**config.mk**
```make
export PLATFORM = sky130hd
export DESIGN_NAME = imem_dmem_arbiter
export DESIGN_NICKNAME = d
export VERILOG_FILES = /design/src/rtl/imem_dmem_arbiter.sv
export SDC_FILE = /design/constraint.sdc
export NUM_CORES = 1
export LEC_CHECK = 0
export BUFFER_PORTS_ARGS = -buffer_cell sky130_fd_sc_hd__buf_2
export CELL_PAD_IN_SITES_DETAIL_PLACEMENT = 0
export CELL_PAD_IN_SITES_GLOBAL_PLACEMENT = 1
export CORE_AREA = 2 2 105 107
export DETAILED_ROUTE_END_ITERATION = 10
export DIE_AREA = 0 0 107 109
export PLACE_DENSITY = 0.9
export SYNTH_ARGS = -nofsm -noshare
export SYNTH_HDL_FRONTEND = slang
export SYNTH_SLANG_ARGS = --single-unit
```
**constraint.sdc**
```tcl
create_clock -name clk -period 2.3 [get_ports clk]
set_input_delay 0.23 -clock clk [delete_from_list [all_inputs] [get_ports clk]]
set_output_delay 0.23 -clock clk [all_outputs]
set_load 0.05 [all_outputs]
```
**src/rtl/imem_dmem_arbiter.sv**
```systemverilog
// imem_dmem_arbiter
//   Shares one single-port synchronous word memory between instruction fetch
//   and the data (load/store) port. At most one grant per cycle. The data side
//   wins conflicts. An anti-starvation counter forces fetch through after
//   STARVE_MAX consecutive data-won conflicts. Read data returns one cycle
//   after grant.
//
// Ports
//   clk, rst_n                 clock, asynchronous active-low reset
//   if_req/if_addr             fetch request (read only), byte address
//   if_gnt                     fetch accepted this cycle (combinational)
//   if_rvalid/if_rdata         fetch response, one cycle after if_gnt
//   d_req/d_we/d_be/d_addr/d_wdata  data request (load or store)
//   d_gnt                      data accepted this cycle (combinational)
//   d_rvalid/d_rdata           load response, one cycle after d_gnt
//   stall_if                   fetch is waiting (if_req & ~if_gnt)
//   conflict_cnt               saturating count of if_req & d_req cycles
//   mem_en/mem_we/mem_be/mem_addr/mem_wdata  memory macro drive
//   mem_rdata                  memory read data, valid the cycle after a read
module imem_dmem_arbiter #(
  parameter int unsigned ADDR_W     = 10,
  parameter int unsigned STARVE_MAX = 4
) (
  input  logic              clk,
  input  logic              rst_n,
  input  logic              if_req,
  input  logic [31:0]       if_addr,
  output logic              if_gnt,
  output logic              if_rvalid,
  output logic [31:0]       if_rdata,
  input  logic              d_req,
  input  logic              d_we,
  input  logic [3:0]        d_be,
  input  logic [31:0]       d_addr,
  input  logic [31:0]       d_wdata,
  output logic              d_gnt,
  output logic              d_rvalid,
  output logic [31:0]       d_rdata,
  output logic              stall_if,
  output logic [15:0]       conflict_cnt,
  output logic              mem_en,
  output logic              mem_we,
  output logic [3:0]        mem_be,
  output logic [ADDR_W-1:0] mem_addr,
  output logic [31:0]       mem_wdata,
  input  logic [31:0]       mem_rdata
);

  // Counter is at least one bit wide so STARVE_MAX=0 still elaborates.
  localparam int unsigned    SW         = (STARVE_MAX < 1) ? 1 : $clog2(STARVE_MAX + 1);
  localparam logic [SW-1:0]  STARVE_LIM = SW'(STARVE_MAX);
  localparam bit             STARVE_EN  = (STARVE_MAX != 0);

  typedef enum logic [1:0] {
    RESP_NONE = 2'd0,
    RESP_IF   = 2'd1,
    RESP_DRD  = 2'd2
  } resp_e;

  resp_e          r_resp_owner;
  resp_e          w_resp_nxt;
  logic [SW-1:0]  r_starve_cnt;
  logic [SW-1:0]  w_starve_nxt;
  logic [15:0]    r_conflict_cnt;
  logic           w_both;
  logic           w_force_if;
  logic           w_unused;

  // Byte-offset bits and bits above the word index are deliberately dropped.
  assign w_unused = ^{if_addr[1:0], if_addr[31:ADDR_W+2], d_addr[1:0], d_addr[31:ADDR_W+2]};

  always_ff @(posedge clk or negedge rst_n) begin
    if (!rst_n) begin
      r_resp_owner   <= RESP_NONE;
      r_starve_cnt   <= '0;
      r_conflict_cnt <= '0;
    end else begin
      r_resp_owner <= w_resp_nxt;
      r_starve_cnt <= w_starve_nxt;
      if (w_both && (r_conflict_cnt != '1)) begin
        r_conflict_cnt <= r_conflict_cnt + 16'd1;
      end
    end
  end

  always_comb begin
    w_both       = if_req & d_req;
    w_force_if   = STARVE_EN && (r_starve_cnt == STARVE_LIM);
    if_gnt       = if_req & (~d_req | w_force_if);
    d_gnt        = d_req & ~(if_req & w_force_if);
    stall_if     = if_req & ~if_gnt;

    w_resp_nxt   = RESP_NONE;
    if (if_gnt) begin
      w_resp_nxt = RESP_IF;
    end else if (d_gnt && !d_we) begin
      w_resp_nxt = RESP_DRD;
    end

    // Cleared whenever fetch is served or not asking; saturates at the limit
    // so the forced fetch grant is the only way out of the top value.
    w_starve_nxt = r_starve_cnt;
    if (!if_req || if_gnt) begin
      w_starve_nxt = '0;
    end else if (STARVE_EN && w_both && d_gnt && (r_starve_cnt != STARVE_LIM)) begin
      w_starve_nxt = r_starve_cnt + 1'b1;
    end

    mem_en    = 1'b0;
    mem_we    = 1'b0;
    mem_be    = '0;
    mem_addr  = '0;
    mem_wdata = '0;
    if (if_gnt) begin
      mem_en   = 1'b1;
      mem_be   = '1;
      mem_addr = if_addr[ADDR_W+1:2];
    end else if (d_gnt) begin
      mem_en    = 1'b1;
      mem_we    = d_we;
      mem_be    = d_we ? d_be : 4'hF;
      mem_addr  = d_addr[ADDR_W+1:2];
      mem_wdata = d_we ? d_wdata : '0;
    end
  end

  assign if_rvalid    = (r_resp_owner == RESP_IF);
  assign d_rvalid     = (r_resp_owner == RESP_DRD);
  assign if_rdata     = if_rvalid ? mem_rdata : '0;
  assign d_rdata      = d_rvalid  ? mem_rdata : '0;
  assign conflict_cnt = r_conflict_cnt;

endmodule

```
==> impl_metrics.py <==
metrics = {
    "global_route": {
        "grt.total_usage": 0.100,
        "antenna_found_initial": 0,
        "grt.busiest_layer": "met2",
        "grt_use_met1": 0.120,
        "grtUsageMet2": 0.196,
        "grt_max_degree": 34,
        "met3_usage": 0.0120,
        "grt_pass1_wl_mm": 9.55,
        "grt_pass1_vias": 2031,
        "overflow": 0,
    },
    "synth": {
        "yosys.area.top_type": "and2_1",
        "synth_edf_count": 0,
        "yosys_warnings": 0,
        "syn-cell-area_um2": 1850,
        "syn-num-nets": 366,
        "synth_cell_type_count": 28,
        "avgSynthCellArea_um2": 8.17,
        "seq_area_frac_synth": 0.285,
        "synth_area_leaders": "and2_1, dfrtp_1, a22o_1",
        "synth_top_area_frac": 0.329,
        "synth-seq-cells": 21,
        "synth-async-reset-ratio": 1.00,
        "yosysMostFrequentCell": "and2_1",
        "ys_top_cells_by_count": "and2_1, dfrtp_1, clkbuf_1, nand2_1, a22o_1",
        "syn_inst": 226,
        "synth-main-ff-cell": "dfrtp_1",
    },
    "sta": {
        "timing.fmax_mhz": 469,
        "clock_skew_ns": 0.00143,
        "finalCritPeriodShare": 0.927,
        "rsz0062_at_grt": "false",
        "setup_viol": 0,
        "tightest_slew_ns": 0.553,
        "min_period_ns": 2.13,
        "fin_hold_ws_ns": 0.207,
        "slew_headroom": 0.628,
        "finalHoldViolCount": 0,
        "maxSlewViolCount": 0,
        "fin_setup_tns_ns": 0,
    },
    "drt": {
        "routed_wl_mm": 6.85,
        "antenna_left": 0,
        "drtPass1Iterations": 4,
        "viasPerCell": 4.08,
        "wire_per_inst_um": 11.6,
        "drt_iter0_markers": 122,
        "dr_total_vias": 2401,
        "drcViolationCount": 0,
    },
    "floorplanning": {
        "rows": 38,
        "start_util": 0.174,
        "io_pins": 270,
        "dieArea_um2": 11700,
        "die_y_um": 109,
        "die_width_um": 107,
        "core-area_um2": 10600,
    },
    "finish": {
        "seqCellArea_um2": 526,
        "fillers": 1115,
        "diodes": 0,
        "multi_input_comb_area_um2": 1260,
        "layout-drive-gt1-share": 0.536,
        "nets": 589,
        "syn_to_final_growth_pct": 72.9,
    },
    "place": {
        "place_congestion": 0.825,
        "io_buffers": 225,
        "hpwl_mm": 5.64,
    },
    "cts": {
        "cts-root-buf": "clkbuf_8",
        "clk_pin_slew_worst_paths_ns": 0.07,
        "cts_made_buffers": 3,
        "cts_sinks": 21,
        "clkLatencyLatePin_ns": 0.26,
        "cts_max_level": 1,
        "cts_tree": "built",
        "clk_path_buf_depth": 2,
    },
    "min_path": {
        "min_path_type": "in2reg",
    },
    "worst_setup_path": {
        "critPathKind": "reg2out",
        "crit_arrival_ns": 1.90,
        "worstPathRequired_ns": 2.07,
        "crit_path_end_kind": "output port",
        "start_kind": "flop",
        "cp_max_fo": 6,
    },
    "job": {
        "drv_cap": 0,
    },
    "power_and_ir_drop": {
        "ir_drop_uv": 537,
        "power_density_nw_per_um2": 542,
        "leakage_uw": 0.00193,
    },
    "run_status": {
        "status": "finished, final reports clean",
    },
}
## placed cells by master (no fill, tap or decap), types with 4 or more instances in the layout
cell type  instances
nand4_1            5
nand2_1           10
nor2_1             9
dfrtp_1           21
buf_2            225
and2_1            97
nor2b_1            6
nor4_1             6
a22o_1            10
nand3_1            7
o21ai_0            4
xor2_1             9
inv_1              4
xnor2_1            5
## layer usage
metal	wire length, um	vias up
met3	596	2
met2	3590	150
met1	2640	1061
met4	22	0
li1	-	1188
met5	0	-
## critical path, cell delays in order, from the launching register on
cell and delay [ns]:
dfrtp_1 0.37, inv_1 0.05, ha_1 0.20, nand2_1 0.08
nand2_1 0.06, nand2_2 0.18, clkinvlp_4 0.20, a22o_1 0.28
buf_2 0.21
## worst paths after layout
check                           slack, ns  cells after the start               end       startpoint
worst min-delay path                 0.21                      2   r_resp_owner[1]             d_we
worst min register to register       0.46                      1   r_starve_cnt[0]  r_starve_cnt[0]
worst max register to register       0.57                      4   conflict_cnt[1]  conflict_cnt[3]
worst max-delay path                 0.17                      8       mem_addr[7]  r_starve_cnt[0]
min in group asynchronous            0.46                      2  conflict_cnt[15]            rst_n
max in group asynchronous            1.52                      2   conflict_cnt[0]            rst_n
## stage by stage
| step | util | worst slack [ns] | cells | total power, uW | instance area (um^2) |
|---|---|---|---|---|---|
| 2_1_floorplan | - | 0.0147 | 226 | 1200 | 1850 |
| 3_3_place_gp | 0.295 | 0.440 | 582 | 1480 | 3120 |
| 3_5_place_dp | 0.295 | 0.402 | 582 | 1490 | 3120 |
| 4_1_cts | 0.300 | 0.108 | 587 | 1740 | 3180 |
| 5_1_grt | 0.301 | 0.0175 | 588 | 1830 | 3190 |
| 6_report | 0.301 | 0.169 | 588 | 1730 | 3190 |
## registers in the layout, indices dropped and copies added, names as in the netlist
signal	flops
r_resp_owner	2
conflict_cnt	16
r_starve_cnt	3
## kinds of logic after synthesis
kind of cell | after synthesis | share of synthesized area
AND/OR/NAND/NOR | 153 | 0.514
flip-flops | 21 | 0.285
buffers and inverters | 17 | 0.0352
AO/OA/AOI/OAI | 17 | 0.0738
adder cells (fa/ha/maj) | 3 | 0.0203
XOR/XNOR | 14 | 0.0664
multiplexers | 1 | 0.00610
## power breakdown
group | switching (uW) | internal [uW] | total (uW)
registers | 93.8 | 429 | 523
logic | 715 | 252 | 967
clock network | 117 | 123 | 241
total | 927 | 804 | 1730
## timing repair
item,CTS,global route
hold buffers,1,0
buffers inserted,0,0
hold endpoints to repair,21,0
gates resized for setup,0,3
endpoints found under the setup margin,0,10
## final cells by class
cell class                 instances  area share
multi-input combinational        188       0.394
timing repair buffer             229       0.363
sequential                        21       0.165
timing repair inverter             1     0.00235
inverter                           5     0.00705
tap                              140      0.0549
clock buffer                       4      0.0141
Note: power is estimated with default switching activity, not from simulation.
